## src/rtl/afifo_pkg.sv

```systemverilog
// Shared definitions for the async FIFO read-side blocks: word width default
// and the sizing helpers used by the read prefetch stage.
package afifo_pkg;

    localparam int AFIFO_DATA_W = 32;

    // Only one- and two-cycle SRAM read latencies are supported by the tracker.
    function automatic bit ram_lat_legal(input int lat);
        return (lat == 1) || (lat == 2);
    endfunction

    // One entry per in-flight read plus two so the stream can run at full rate.
    function automatic int rd_buf_depth(input int lat);
        return lat + 2;
    endfunction

    function automatic int level_width(input int depth);
        return $clog2(depth + 1);
    endfunction

endpackage

```

## src/rtl/afifo_rd_buf.sv

```systemverilog
// Circular holding buffer for the read prefetch stage. Depth need not be a
// power of two, so both pointers wrap explicitly.
module afifo_rd_buf
    import afifo_pkg::*;
#(
    parameter int DATA_W = AFIFO_DATA_W,
    parameter int DEPTH  = 3
) (
    input  logic                            clk,
    input  logic                            rst_n,
    input  logic                            clear,
    input  logic                            push,
    input  logic [DATA_W-1:0]               wdata,
    input  logic                            pop,
    output logic [DATA_W-1:0]               rdata,
    output logic                            valid,
    output logic [level_width(DEPTH)-1:0]   level
);

    localparam int PTR_W = (DEPTH > 1) ? $clog2(DEPTH) : 1;
    localparam int LVL_W = level_width(DEPTH);

    logic [DATA_W-1:0] mem [DEPTH];
    logic [PTR_W-1:0]  wr_ptr;
    logic [PTR_W-1:0]  rd_ptr;
    logic              do_pop;

    function automatic logic [PTR_W-1:0] ptr_next(input logic [PTR_W-1:0] p);
        return (p == PTR_W'(DEPTH - 1)) ? '0 : p + PTR_W'(1);
    endfunction

    assign valid  = (level != '0);
    assign do_pop = pop & valid;
    assign rdata  = mem[rd_ptr];

    always_ff @(posedge clk or negedge rst_n) begin
        if (!rst_n) begin
            wr_ptr <= '0;
            rd_ptr <= '0;
            level  <= '0;
            for (int i = 0; i < DEPTH; i++) begin
                mem[i] <= '0;
            end
        end else if (clear) begin
            wr_ptr <= '0;
            rd_ptr <= '0;
            level  <= '0;
        end else begin
            if (push) begin
                mem[wr_ptr] <= wdata;
                wr_ptr      <= ptr_next(wr_ptr);
            end
            if (do_pop) begin
                rd_ptr <= ptr_next(rd_ptr);
            end
            case ({push, do_pop})
                2'b10:   level <= level + LVL_W'(1);
                2'b01:   level <= level - LVL_W'(1);
                default: level <= level;
            endcase
        end
    end

endmodule

```

## src/rtl/afifo_rd_prefetch.sv

```systemverilog
// Read-side prefetch stage: issues FIFO reads against a credit limit, tracks
// reads in flight through the SRAM, and streams the returned words out.
module afifo_rd_prefetch
    import afifo_pkg::*;
#(
    parameter int DATA_W    = AFIFO_DATA_W,
    parameter int RAM_LAT   = 1,
    parameter int BUF_DEPTH = rd_buf_depth(RAM_LAT)
) (
    input  logic                              clk,
    input  logic                              rst_n,
    input  logic                              clear,
    input  logic                              fifo_empty,
    output logic                              fifo_inc,
    input  logic [DATA_W-1:0]                 fifo_rdata,
    output logic                              out_valid,
    input  logic                              out_ready,
    output logic [DATA_W-1:0]                 out_data,
    output logic [$clog2(BUF_DEPTH+1)-1:0]    level
);

    localparam int LVL_W = level_width(BUF_DEPTH);

    if (!ram_lat_legal(RAM_LAT)) begin : g_bad_lat
        $error("afifo_rd_prefetch: RAM_LAT must be 1 or 2");
    end
    if (BUF_DEPTH != rd_buf_depth(RAM_LAT)) begin : g_bad_depth
        $error("afifo_rd_prefetch: BUF_DEPTH is derived from RAM_LAT");
    end

    logic [RAM_LAT-1:0] trk;
    logic [LVL_W-1:0]   inflight;
    logic [LVL_W:0]     used;
    logic               capture;
    logic               pop;

    always_comb begin
        inflight = '0;
        for (int i = 0; i < RAM_LAT; i++) begin
            inflight = inflight + LVL_W'(trk[i]);
        end
    end

    // Credit covers words already buffered plus words still inside the SRAM,
    // so every issued read has a slot waiting when it lands.
    assign used     = {1'b0, level} + {1'b0, inflight};
    assign fifo_inc = rst_n & ~clear & ~fifo_empty & (used < (LVL_W+1)'(BUF_DEPTH));
    assign capture  = trk[RAM_LAT-1];

    // Stream handshake: a word transfers on a rising edge where out_valid and
    // out_ready are both high; while out_valid is high and out_ready is low,
    // out_valid and out_data stay stable.
    assign pop = out_valid & out_ready;

    always_ff @(posedge clk or negedge rst_n) begin
        if (!rst_n) begin
            trk <= '0;
        end else if (clear) begin
            trk <= '0;
        end else begin
            trk <= RAM_LAT'({trk, fifo_inc});
        end
    end

    afifo_rd_buf #(
        .DATA_W (DATA_W),
        .DEPTH  (BUF_DEPTH)
    ) u_buf (
        .clk   (clk),
        .rst_n (rst_n),
        .clear (clear),
        .push  (capture),
        .wdata (fifo_rdata),
        .pop   (pop),
        .rdata (out_data),
        .valid (out_valid),
        .level (level)
    );

endmodule

```

## config.mk

```make
export PLATFORM = sky130hd
export DESIGN_NAME = afifo_rd_prefetch
export DESIGN_NICKNAME = d
export VERILOG_FILES = /design/src/rtl/afifo_pkg.sv /design/src/rtl/afifo_rd_buf.sv /design/src/rtl/afifo_rd_prefetch.sv
export SDC_FILE = /design/constraint.sdc
export NUM_CORES = 1
export LEC_CHECK = 0
export BUFFER_PORTS_ARGS = -buffer_cell sky130_fd_sc_hd__buf_4
export CELL_PAD_IN_SITES_DETAIL_PLACEMENT = 2
export CELL_PAD_IN_SITES_GLOBAL_PLACEMENT = 2
export CORE_AREA = 2 2 113 115
export DETAILED_ROUTE_END_ITERATION = 7
export DIE_AREA = 0 0 115 117
export PLACE_DENSITY_LB_ADDON = 0.1
export SYNTH_ARGS = -nofsm -noshare
export SYNTH_HDL_FRONTEND = slang
export SYNTH_SLANG_ARGS = --single-unit
```

## constraint.sdc

```tcl
create_clock -name clk -period 2 [get_ports clk]
set_input_delay 0 -clock clk [delete_from_list [all_inputs] [get_ports clk]]
set_output_delay 0 -clock clk [all_outputs]
set_load 0.01 [all_outputs]
```

==> run summary, run 1 <==
FF-to-FF Start - capture
mux cell area share after synthesis - 30.4%
RR Endpoint - u_buf.mem[18]
worst reg-to-reg setup slack - 0.40 ns
Placer Congestion - 0.673
Total GRT Usage - 18.1%
most frequent cells in the layout - dfrtp_1 (100), mux2_2 (93), buf_4 (80)
Setup CP Type - reg2out
Via density - 5.14
Non-Filler Instances - 616
clock tree buffer depth - 2
main combinational cell family by area after synthesis - multiplexers
crit path DAT - 1.87 ns
initial detailed-routing violation count - 68
Crit Path Max Fanout - 2
area of the multi-input gates - 1950 um2
DP Cell Count - 562
final setup fails - 0
flops & latches, synth - 103
Post-Synth XOR/XNOR Area - 0%
register area share after synthesis - 55.5%
post-DP HPWL - 7.05 mm
total power - 0.00521 W
pre-CTS WS - 0.235 ns
post-synthesis adder-cell area fraction - 0.539%
status - complete, no violations
sequential cell area - 2580 um2
FF-to-FF path depth - 5
Layout Skew - 0.00523 ns
Final Max Tran Viols - 0
detailed-router iteration count before antenna repair - 4
port bufs - 72
Fill cells - 1,203
Worst setup EP type - output port
total CTS buffers - 9
pwr/cell area - 858 nW/um2
vias in the first global route - 3,485
worst-skew pair later-pin latency - 0.35 ns
GRT overflow - 0
# nets final - 500
H-Tree Depth - 3
Net Count, Synth - 388
CTS tree - built
standard-cell rows - 41
setup ws final - 0.130 ns
root buffer cell - clkbuf_16
clock sink total - 103
layout cells sized above 1 - 44.0%
area leader, netlist - dfrtp_1
final critical-path required period - 1.87 ns
Post-Synth Simple-Gate Area - 5.93%
vias after detailed routing - 3,168
initial antenna violation count - 1
clk slew on worst S/H paths - 0.07 ns
area delta synth->final - 30.8%
final wirelength - 11.4 mm
RSZ-0062 raised after global routing - false
Mapped Cells - 349
Die ar. - 13,500 um2
Post-DRT Antenna Nets - 0
Synth Area in Compound Gates - 4.77%
LEAKAGE - 2.72 nW
ranking of synthesized cells by area - dfrtp_1 (55%), mux2_2 (23%), mux2i_1 (7.1%)
Slew headroom - 61.6%
achievable clock frequency - 0.535 GHz
Syn Area/Cell - 13.3 um2
Initial Util - 37.7%
Synth top area share - 55.5%
Primary FF master, synth - dfrtp_1
CORE AREA - 12,300 um2
endpoints failing hold - 0
largest net degree at the start of global routing - 104
Hold Path Class - in2async
Worst-Margin Slew - 0.577 ns
maximum vdd drop - 0.338 mV
commonest non-fill, non-tap cell in the layout - dfrtp_1
crit path launch type - flip-flop
WL per Instance - 18.4 um
Ports - 73
yosys warns - 0
Max-cap violations - 0
Synth cell types - 29
Final Util - 49.4%
n_diodes - 0
Crit path required time - 2.00 ns
Die X - 115 um
first-pass GRT wire length - 18.4 mm
Syn Std Cell Area - 4640 um2
drc violations - 0
async set-reset flop share out of synthesis - 100%
period utilisation layout - 93.5%
Fin Setup TNS - 0 ns
Post-synth EDFFs - 0
Die Span Y - 117 um
[where the power goes]
group / internal [W] / leakage [nW] / switching (W)
Clock: 0.000852 / 0.129 / 0.000811
Sequential: 0.00236 / 1.35 / 0.000142
Combinational: 0.000603 / 1.24 / 0.000445
[per-stage QoR]
| stage | area [um2] | hold WS [ns] |
|---|---|---|
| 3_5_place_dp | 5420 | 0.168 |
| 2_1_floorplan | 4640 | -0.296 |
| 4_1_cts | 6080 | 0.343 |
| 3_3_place_gp | 5420 | 0.171 |
| 6_report | 6080 | 0.299 |
| 5_1_grt | 6080 | 0.371 |
[layer usage]
metal  global-route usage (%)  vias to the layer above  share of wire [%]
met2                     31.4                       43                 52
met4                     6.99                        0                1.6
met3                     2.63                       14                2.2
li1                         -                     1461                  -
met5                        0                        -                  0
met1                     23.1                     1650                 44
[state kept, by name, summed over array words and instances (netlist names)]
name	flops
capture	1
u_buf.rd_ptr	2
u_buf.level	2
u_buf.wr_ptr	2
u_buf.mem	96
[worst max path at each step]
stage / start / to / slack, ns / cells after the start
after floorplan: u_buf.level[0] / fifo_inc / 0.33 / 4
after global placement: u_buf.level[0] / fifo_inc / 0.28 / 5
after detailed placement: u_buf.level[0] / fifo_inc / 0.23 / 5
after CTS: u_buf.level[0] / fifo_inc / 0.11 / 5
after global routing: u_buf.level[0] / fifo_inc / 0.04 / 5
final: u_buf.level[0] / fifo_inc / 0.13 / 5
[kinds of logic after synthesis]
| kind of cell | count (synthesis) |
|---|---|
| fa+ha+maj | 2 |
| buf+inv | 22 |
| simple gates | 50 |
| flops | 103 |
| mux | 129 |
| compound gates | 43 |
[critical path: stages (launching register included)]
cell and delay [ns]:
dfrtp_2 0.41, ha_1 0.21, ha_1 0.18, or4b_4 0.49, a21oi_2 0.11, buf_4 0.12
[cell usage after synthesis, types with 2 or more instances]
cell	n
buf_6	3
ha_1	2
nand3b_1	2
nand2_1	34
nor2_1	2
mux2_1	3
mux2_2	93
o21ai_0	34
mux2i_1	33
nor3b_4	2
dfrtp_1	103
buf_2	4
a21oi_1	7
clkbuf_1	7
buf_4	6
[cell type report]
cell class / count / area share [%]
clock inverter: 6 / 0.762
inverter: 1 / 0.0618
sequential: 103 / 42.5
clock buffer: 10 / 3.77
tap: 150 / 3.09
timing repair buffer: 122 / 17.8
multi-input combinational: 224 / 32.1
[repair_timing]
item | 4_1_cts | 5_1_grt
buffers inserted | 2 | 0
hold buffers | 36 | 0
setup endpoints to repair | 1 | 0
endpoints found under the hold margin | 206 | 0
gates resized for setup | 4 | 0
No activity file was read; power rests on OpenSTA's default activity.
==> run 2: changes to the inputs <==
Settings changed: SETUP_SLACK_MARGIN from default to 0.2, SYNTH_HIERARCHICAL from default to 1.
==> run 2 against run 1 <==
  * Via count down 0.54%
  * Non-clock buffer count increased by 1
  * Register-to-register slack worse by 0.15 ns
  * Sequential share of layout area fell by 0.64 points
  * Largest power group unchanged
  * Die area stayed put
==> run summary, run 2 <==
Initial Util - 37.8% (+0.10 points)
clock sink total - 103 (unchanged)
period utilisation layout - 91.5% (-2.0 points)
yosys warns - 6 (+6)
pwr/cell area - 883 nW/um2 (+2.9%)
layout cells sized above 1 - 45.2% (+1.2 points)
CORE AREA - 12,300 um2 (unchanged)
slowest stage delay, CP - 0.49 ns (about the same)
most frequent cells in the layout - dfrtp_1 (99), mux2_2 (92), buf_4 (82)
final wirelength - 11.9 mm (+4.9%)
status - complete, no violations
LEAKAGE - 2.75 nW (+1.1%)
Net Count, Synth - 389 (+0.26%)
Via density - 5.09 (-1.0%)
vias after detailed routing - 3,151 (-0.54%)
CP Launch Point - u_buf/level[0]
Slew headroom - 62.4% (+0.89 points)
endpoints failing hold - 0 (unchanged)
worst reg-to-reg setup slack - 0.25 ns (-0.15 ns)
FF-to-FF path depth - 6 (+1)
Mapped Cells - 350 (+0.29%)
initial detailed-routing violation count - 72 (+5.9%)
cell with the most instances after synthesis - dfrtp_1
Post-DRT Antenna Nets - 0 (unchanged)
DP Cell Count - 564 (+0.36%)
Worst-Margin Slew - 0.563 ns (-0.0133 ns)
H-Tree Depth - 3 (unchanged)
Reg with most FFs - u_buf/mem
synth cell count leaders - dfrtp_1 (103), mux2_2 (92), nand2_1 (34)
area leader, netlist - dfrtp_1
RSZ-0062 raised after global routing - true
drc violations - 0 (unchanged)
FF-to-FF Start - u_buf/level[0]
final critical-path required period - 1.83 ns (-0.0395 ns)
Setup CP Type - reg2out
crit path DAT - 1.83 ns (-0.04 ns)
Worst setup EP type - output port
Die ar. - 13,500 um2 (unchanged)
Crit Path Max Fanout - 2 (unchanged)
CTS tree - built
n_diodes - 0 (unchanged)
register area share after synthesis - 55.3% (-0.15 points)
Placer Congestion - 0.675 (+0.30%)
achievable clock frequency - 0.546 GHz (+2.2%)
Synth top area share - 55.3% (-0.15 points)
vias in the first global route - 3,606 (+3.5%)
standard-cell rows - 41 (unchanged)
Final Max Tran Viols - 0 (unchanged)
clock tree buffer depth - 2 (unchanged)
RR Endpoint - u_buf/level[1]
ranking of synthesized cells by area - dfrtp_1 (55%), mux2_2 (22%), mux2i_1 (7.1%)
Die Span Y - 117 um (unchanged)
first-pass GRT wire length - 19.4 mm (+5.0%)
flops & latches, synth - 103 (unchanged)
total power - 0.00545 W (+4.6%)
Non-Filler Instances - 619 (+0.49%)
Fin Setup TNS - 0 ns (unchanged)
Fill cells - 1,211 (+0.67%)
largest net degree at the start of global routing - 104 (unchanged)
hold path startpoint - out_ready
area delta synth->final - 32.7%
WL per Instance - 19.2 um (+4.4%)
port bufs - 72 (unchanged)
Primary FF master, synth - dfrtp_1
commonest non-fill, non-tap cell in the layout - dfrtp_1
Post-synth EDFFs - 0 (unchanged)
initial antenna violation count - 0 (-1)
clk slew on worst S/H paths - 0.07 ns (about the same)
highest-delay cell along the critical path - or4b_4
crit path launch type - flip-flop
max reg flops - 96 (unchanged)
root buffer cell - clkbuf_16
# nets final - 503 (+0.60%)
Layout Skew - 0.00670 ns (+0.00147 ns)
Crit path required time - 2.00 ns (about the same)
Syn Area/Cell - 13.3 um2 (about the same)
Hold Path Class - in2reg
worst-skew pair later-pin latency - 0.34 ns (about the same)
Critical Path End - fifo_inc
maximum vdd drop - 0.590 mV (+75%)
async set-reset flop share out of synthesis - 100% (unchanged)
post-DP HPWL - 7.37 mm (+4.6%)
Die X - 115 um (unchanged)
Final Util - 50.2% (+0.82 points)
Syn Std Cell Area - 4660 um2 (+0.27%)
cell chain of the critical path - ha_4 -> ha_2 -> or4b_4 -> a21oi_2 -> buf_4
GRT overflow - 0 (unchanged)
Max-cap violations - 0 (unchanged)
Ports - 73 (unchanged)
total CTS buffers - 9 (unchanged)
Synth cell types - 29 (unchanged)
Total GRT Usage - 19.2% (+1.1 points)
final setup fails - 0 (unchanged)
detailed-router iteration count before antenna repair - 4 (unchanged)
==> run 2: cell count changes in the layout (fill, tap and decap cells not counted), moves of 2 or more <==
cell,before,now
o21ai_0,34,31
clkinvlp_4,2,0
nor2_1,2,4
bufinv_16,0,2
clkinv_4,2,0
ha_1,2,0
buf_4,80,82
clkbuf_8,0,2
==> run 2: kinds of logic (layout without fill, tap and decap cells) <==
logic type                 count (synthesis)  after routing  share of synthesized area (%)
and+or+nand+nor                           55             55                           6.48
DFF                                      103            103                           55.3
buffers and inverters                     20            139                           2.85
AOI/OAI and AO/OA                         41             41                           4.49
muxes                                    129            129                           30.3
adders and majority gates                  2              2                          0.537
==> run 2: worst max-delay path: cells and delay by family (launching register included) <==
| kind | cells | cell delay (ns) |
|---|---|---|
| AND/OR/NAND/NOR | 1 | 0.49 |
| buffers and inverters | 1 | 0.13 |
| AO/OA/AOI/OAI | 1 | 0.12 |
| flip-flops | 1 | 0.43 |
| adder cells (fa/ha/maj) | 2 | 0.32 |
==> run 2: how the worst min path moves through the flow <==
stage,end,cells past startpoint
floorplan,capture,0
CTS,u_buf/level[1],5
global route,u_buf/level[0],4
finish,u_buf/rd_ptr[1],5
global placement,u_buf/mem[67],2
detailed placement,u_buf/mem[67],2
==> run 2: layer usage <==
layer,vias to the layer above,wire (um),global-route usage (%)
li1,1460,-,-
met1,1634,5040,23.3
met2,51,6440,34.8
met3,6,349,4.84
met4,0,89,3.61
met5,-,0,0
==> run 2: through the flow <==
stage	cell area (um2)	hold WS (ns)	setup WS (ns)
floorplan	4660	-0.296	0.421
global placement	5430	0.162	0.325
detailed placement	5430	0.159	0.252
CTS	6130	0.179	0.156
global route	6180	0.286	0.106
finish	6180	0.247	0.169
==> run 2: area by class of cell <==
type | instances | area (um2) | area share [%]
Tap cell | 150 | 188 | 3.04
Sequential cell | 103 | 2580 | 41.8
Clock inverter | 3 | 65.1 | 1.05
Multi-Input combinational cell | 227 | 1990 | 32.3
Timing Repair Buffer | 123 | 1090 | 17.6
Clock buffer | 13 | 260 | 4.21
==> run 2: what timing repair did <==
action / in CTS / in global routing
pin swaps: 2 / 0
buffers inserted: 2 / 2
resized for setup: 7 / 8
hold endpoints to repair: 205 / 0
hold buffers: 35 / 0
setup endpoints to repair: 1 / 28
==> run 2: power by group <==
group          switching, W  internal, W
sequential         0.000151      0.00237
combinational      0.000436     0.000602
clock              0.000734      0.00116
total               0.00132      0.00413
